## config.mk

```make
export PLATFORM = sky130hd
export DESIGN_NAME = cmd_fetcher
export DESIGN_NICKNAME = d
export VERILOG_FILES = /design/src/rtl/cmd_fetcher.sv
export SDC_FILE = /design/constraint.sdc
export NUM_CORES = 1
export LEC_CHECK = 0
export ABC_AREA = 0
export CAP_MARGIN = 20
export CORE_MARGIN = 2
export CORE_UTILIZATION = 35
export DETAILED_ROUTE_END_ITERATION = 7
export PLACE_DENSITY_LB_ADDON = 0.08
export SYNTH_ARGS = -nofsm -noshare
export SYNTH_HDL_FRONTEND = slang
export SYNTH_SLANG_ARGS = --single-unit
```

## constraint.sdc

```tcl
create_clock -name i_clk -period 3.9 [get_ports i_clk]
set_input_delay 0.975 -clock i_clk [delete_from_list [all_inputs] [get_ports i_clk]]
set_output_delay 0.975 -clock i_clk [all_outputs]
set_load 0.01 [all_outputs]
```

## src/rtl/cmd_fetcher.sv

```systemverilog
// cmd_fetcher: pops header+payload words from a FIFO and presents assembled commands (CMD_FETCH_STATS_EN adds an issue counter)
module cmd_fetcher #(
  parameter int MAX_PAY = 4
) (
  input  logic                   i_clk,
  input  logic                   i_reset_n,
  output logic                   o_rd_en,
  input  logic [31:0]            i_rd_data,
  input  logic                   i_empty,
  output logic                   o_cmd_valid,
  input  logic                   i_cmd_ready,
  output logic [7:0]             o_cmd_op,
  output logic [7:0]             o_cmd_id,
  output logic [2:0]             o_cmd_len,
  output logic [32*MAX_PAY-1:0]  o_cmd_payload,
  output logic                   o_err_len,
  output logic [15:0]            o_cmd_count,
  output logic                   o_busy
);
  typedef enum logic [2:0] {IDLE, HDR, PAY, ISSUE, DROP} state_t;
  localparam logic [2:0] MAX_LEN = 3'(MAX_PAY);
  state_t state, state_nx;
  logic inflight;
  logic [2:0] idx;
  logic last;
  logic want;
  logic unused_hdr_bits;
  assign unused_hdr_bits = ^i_rd_data[15:3];
  assign last = (idx + 3'd1) == o_cmd_len;
  assign want = !inflight && !i_empty && (idx < o_cmd_len);
  assign o_cmd_valid = state == ISSUE;
  assign o_busy = state != IDLE;
  // state register
  always_ff @(posedge i_clk)
    state <= !i_reset_n ? IDLE : state_nx;
  // next state and pop request; data returns the cycle after a pop, so inflight is simply last cycle's pop
  always_comb begin
    state_nx = state;
    o_rd_en = 1'b0;
    case (state)
      IDLE: begin
        o_rd_en = !i_empty;
        state_nx = i_empty ? IDLE : HDR;
      end
      HDR: state_nx = i_rd_data[2:0] == 3'd0 ? ISSUE : i_rd_data[2:0] > MAX_LEN ? DROP : PAY;
      PAY: begin
        o_rd_en = want;
        state_nx = inflight && last ? ISSUE : PAY;
      end
      ISSUE: state_nx = i_cmd_ready ? IDLE : ISSUE;
      DROP: begin
        o_rd_en = want;
        state_nx = inflight && last ? IDLE : DROP;
      end
      default: state_nx = IDLE;
    endcase
    if (!i_reset_n) o_rd_en = 1'b0;
  end
  // header capture, payload assembly and sticky length error
  always_ff @(posedge i_clk)
    if (!i_reset_n) begin
      inflight <= 1'b0;
      idx <= '0;
      o_cmd_op <= '0;
      o_cmd_id <= '0;
      o_cmd_len <= '0;
      o_cmd_payload <= '0;
      o_err_len <= 1'b0;
    end else begin
      inflight <= o_rd_en;
      if (state == HDR) begin
        o_cmd_op <= i_rd_data[31:24];
        o_cmd_id <= i_rd_data[23:16];
        o_cmd_len <= i_rd_data[2:0];
        o_cmd_payload <= '0;
        idx <= '0;
        if (i_rd_data[2:0] > MAX_LEN) o_err_len <= 1'b1;
      end
      if (inflight && (state == PAY || state == DROP)) idx <= idx + 3'd1;
      if (inflight && state == PAY)
        for (int k = 0; k < MAX_PAY; k++)
          if (idx == 3'(k)) o_cmd_payload[32*k +: 32] <= i_rd_data;
    end
`ifdef CMD_FETCH_STATS_EN
  // issued-command counter, wraps naturally at 16 bits
  always_ff @(posedge i_clk)
    o_cmd_count <= !i_reset_n ? 16'd0 : o_cmd_count + 16'(o_cmd_valid && i_cmd_ready);
`else
  assign o_cmd_count = 16'd0;
`endif
endmodule

```

Word-level counts from Yosys, hierarchy flattened
Cells that the tools add are included.

word-level totals
  flip-flop bits (word level) = 155
  input bits = 36
  output and inout bits = 167
  logic and storage cells = 51

cells by class
  add/sub/neg operators = 1
  order comparisons = 2
  eq/ne operators = 8
  muxes and demuxes = 17
  reductions and logical operators = 15

operators with widths
  cell                   count
  $mux W128              2
  $mux W32               4
  $mux W3                5
  $pmux W3 S5            1
  $eq A3 B2 Y1 const B   4
  $logic_not A3 Y1       3
  $eq A3 B1 Y1 const B   2
  $logic_and A1 B1 Y1    5
  $add A3 B1 Y3 const B  1
  $eq A3 B3 Y1           1
  $eq A3 B3 Y1 const B   1
  $gt A3 B3 Y1 const B   1
  $lt A3 B3 Y1           1
  $mux W1                3
  $reduce_bool A3 Y1     1
  $logic_not A1 Y1       2
  $mux W2                1
  $pmux W1 S2            1
  $reduce_and A2 Y1      1
  $reduce_bool A2 Y1     1
  $reduce_or A2 Y1       1
  $logic_or A1 B1 Y1     1

Depth between registers and ports, before layout
  depth after elaboration = 5
  depth in mapped cells = 7

Least setup slack after synthesis
OpenSTA, ideal clock, no wires.

  kind = input to output
  start = input i_empty
  end = output o_rd_en
  arrival = 1.559 ns
  data required time = 2.925 ns
  setup slack = 1.366 ns
  stages on the path = 3
  path buffers = 0
  path through = nor3b_1 nand2b_1 o21ai_0

between the ends
  word-level cells in the longest chain between the ends = 5

RTL lines
  element                           line    source
  start, declared                   9       input logic i_empty,
  $logic_not A1 Y1 *                30, 42
  $logic_and A1 B1 Y1 (2 in a row)  30      assign want = !inflight && !i_empty && (idx < o_cmd_len);
  $pmux W1 S2 *                     40      case (state)
  $mux W1 *                         57      if (!i_reset_n) o_rd_en = 1'b0;
  end, declared                     7       output logic o_rd_en,

Mark *: on every way between the ends. The rest lies on a longest branch, timed or not.

Worst setup path in the final report
Ends and elaborated chain as after synthesis.

==> metrics.cfg <==
[power_and_ir_drop]
internal-power_mw = 2.80
power_mw = 3.69
clkPwrFrac_pct = 46.2
pwr-share-seq_pct = 44.1
powerDensity_nw_per_um2 = 398
combPwrFrac_pct = 9.7
switchingPower_mw = 0.895
p_leak_nw = 3.06
ir_drop_mv = 0.284
switching_share_pct = 24.2

[global_routing]
grt_max_degree = 115
grt_first_pass_wirelength_um = 32500
grt_use_total_pct = 20.6
antenna_found_initial = 0
grt-ovfl-total = 0
grt_pass1_vias = 5674

[clock_tree]
postCtsSetupRepairBufs = 0
cts_sinks = 155
cts_tree = done
path_clk_slew_ns = 0.06
cts_root_buf = clkbuf_16
cts_resized = 0
worstSkewPairLatency_ns = 0.42
htreeDepth = 4
ctsLongestPathBuffers = 2
numCtsBuffers = 17
hold_buffers = 0

[floorplanning]
dieArea_um2 = 20400
core_um2 = 18800
start_util_pct = 35.8
die_w_um = 143
num_rows = 50
ioPinCount = 203
die_h_um = 143

[setup_path]
critPathBufInv = 2
cpMaxStageDelayCell = clkdlybuf4s50_1
crit_path_max_incr_delay_ns = 0.56
crit_top_cell = clkdlybuf4s50_1
crit_path_end_kind = output port
cp.required_ns = 2.92
cp_max_fo = 2
cp-start-kind = input pin
crit_chain = clkdlybuf4s50_1 -> nor3b_1 -> nand2b_1 -> o21ai_0 -> clkdlybuf4s50_1
crit_type = in -> out
cp.arrival_ns = 2.53
critical-path-top-delay-family = buffers and inverters

[finish]
num-nets-final = 906
syn_to_final_growth_pct = 37.6
nFillCells = 1786
antenna_cells = 0
final_core_util_pct = 49.2
stdcell_area_um2 = 9270
drive_gt1_share_pct = 5.94
instances_no_fill = 1135

[synthesis]
synth_common_cells = 155 x dfxtp_1, 128 x nand3_1, 83 x a21boi_1, 71 x nand2_1, 66 x o211ai_1
synth_cell_type_count = 40
yosys-top-cells-area = dfxtp_1 46%, mux2i_1 9.5%, nand3_1 9.5%, a21boi_1 9.2%, o211ai_1 7.4%
synthesis.area_um2 = 6740
avgSynthCellArea_um2 = 9.30
synth_top_cell_area_share_pct = 46.0
synth-seq-area-share_pct = 46.0
synth.most_common_cell = dfxtp_1
synth-seq-cells = 155
synth_cells = 725
synth_flop_cell = dfxtp_1
synthArstFlopShare_pct = 0
synth_edf_count = 0
synth_top_cell_by_area = dfxtp_1
yosysWarnings = 0

[status]
status = complete, no violations

[sta]
grt_setup_unrepaired = no
max_freq_mhz = 285
whs_ns = 0.452
setup_violations = 0
tns_ns = 0
clock_skew_ns = 0.00846
relSlewSlack_pct = 24.1
hold_viol = 0
post-route-period-util_pct = 90.0
slew_viol_final = 0
worst_slack_ns = 0.391
worstMarginPinSlew_ns = 1.14
fin_crit_ns = 3.51

[placement]
place_inst = 1102
hpwl_um = 14300
postPlaceCellArea_um2 = 8630
routabilityCongestion = 0.773
numPortBuffers = 186
dp_slack_ns = 0.405

[drt]
wl_per_cell_um = 18.6
drt_iter0_markers = 415
num_vias = 5968
drt_pass1_iterations = 5
routed_wl_um = 21100
viasPerCell = 5.26
antenna_left = 0
drc = 0

[min_path]
min_path_type = reg -> reg

[run]
cap_violations = 0

path summary, 6_finish.rpt:
kind	start	to	slack, ns	cells past startpoint
setup reg to reg	state[2]$_SDFF_PN0_	o_cmd_payload[27]$_SDFF_PN0_	1.53	3
setup / recovery	i_empty	o_rd_en	0.39	5
hold reg to reg	o_cmd_op[4]$_SDFFE_PN0P_	o_cmd_op[4]$_SDFFE_PN0P_	0.45	2
hold / removal	o_cmd_op[4]$_SDFFE_PN0P_	o_cmd_op[4]$_SDFFE_PN0P_	0.45	2
power groups by stage:
stage	clock network [mW]	logic [mW]	registers, mW
finish	1.71	0.359	1.63
global route	1.82	0.387	1.63
CTS	1.74	0.351	1.63
detailed placement	0	0.349	1.66
global placement	0	0.338	1.66
floorplan	0	0.199	1.66
final cells by class:
class	instances	area (um2)	share of cell area, %
multi-input cells	483	3210	34.6
repair buffers	198	2000	21.6
clock inverters	11	141	1.52
inverters	7	26.3	0.283
flip-flops and latches	155	3100	33.5
well taps	260	325	3.51
clock buffers	21	470	5.07
state kept, by name (all words and copies together) (netlist names):
name / flops
o_cmd_payload: 128
o_cmd_id: 8
o_cmd_op: 8
idx: 3
o_cmd_len: 3
state: 3
inflight: 1
o_err_len: 1
layout by cell type, fill, tap and decap left out, types with 8 or more instances in the layout:
| master | instances |
|---|---|
| clkdlybuf4s50_1 | 185 |
| dfxtp_1 | 155 |
| nand3_1 | 128 |
| a21boi_1 | 83 |
| nand2_1 | 71 |
| o211ai_1 | 66 |
| mux2i_1 | 64 |
| clkbuf_16 | 17 |
| conb_1 | 16 |
| buf_4 | 10 |
| ha_1 | 8 |
layer usage:
metal | vias to the layer above | routed length [um] | track usage (%)
met3 | 22 | 1260 | 4.83
li1 | 2834 | - | -
met5 | - | 0 | 0
met1 | 2919 | 10000 | 29.2
met2 | 193 | 9540 | 31.0
met4 | 0 | 285 | 6.20
worst reg2reg max path, delay by kind of cell, from the launching register on:
kind,cells,cell delay [ns]
DFF,1,0.48
muxes,1,0.34
and+or+nand+nor,2,1.48
logic make-up (layout without fill, tap and decap cells):
kind of cell	count (synthesis)	in the layout	synth area share (%)
AO/OA/AOI/OAI	165	165	18.3
XOR/XNOR	3	3	0.390
adder cells (fa/ha/maj)	8	8	1.49
buffers and inverters	102	237	7.69
flip-flops	155	155	46.0
multiplexers	64	64	9.51
other	1	16	0.0556
AND/OR/NAND/NOR	227	227	16.5
No activity file was read; power rests on OpenSTA's default activity.
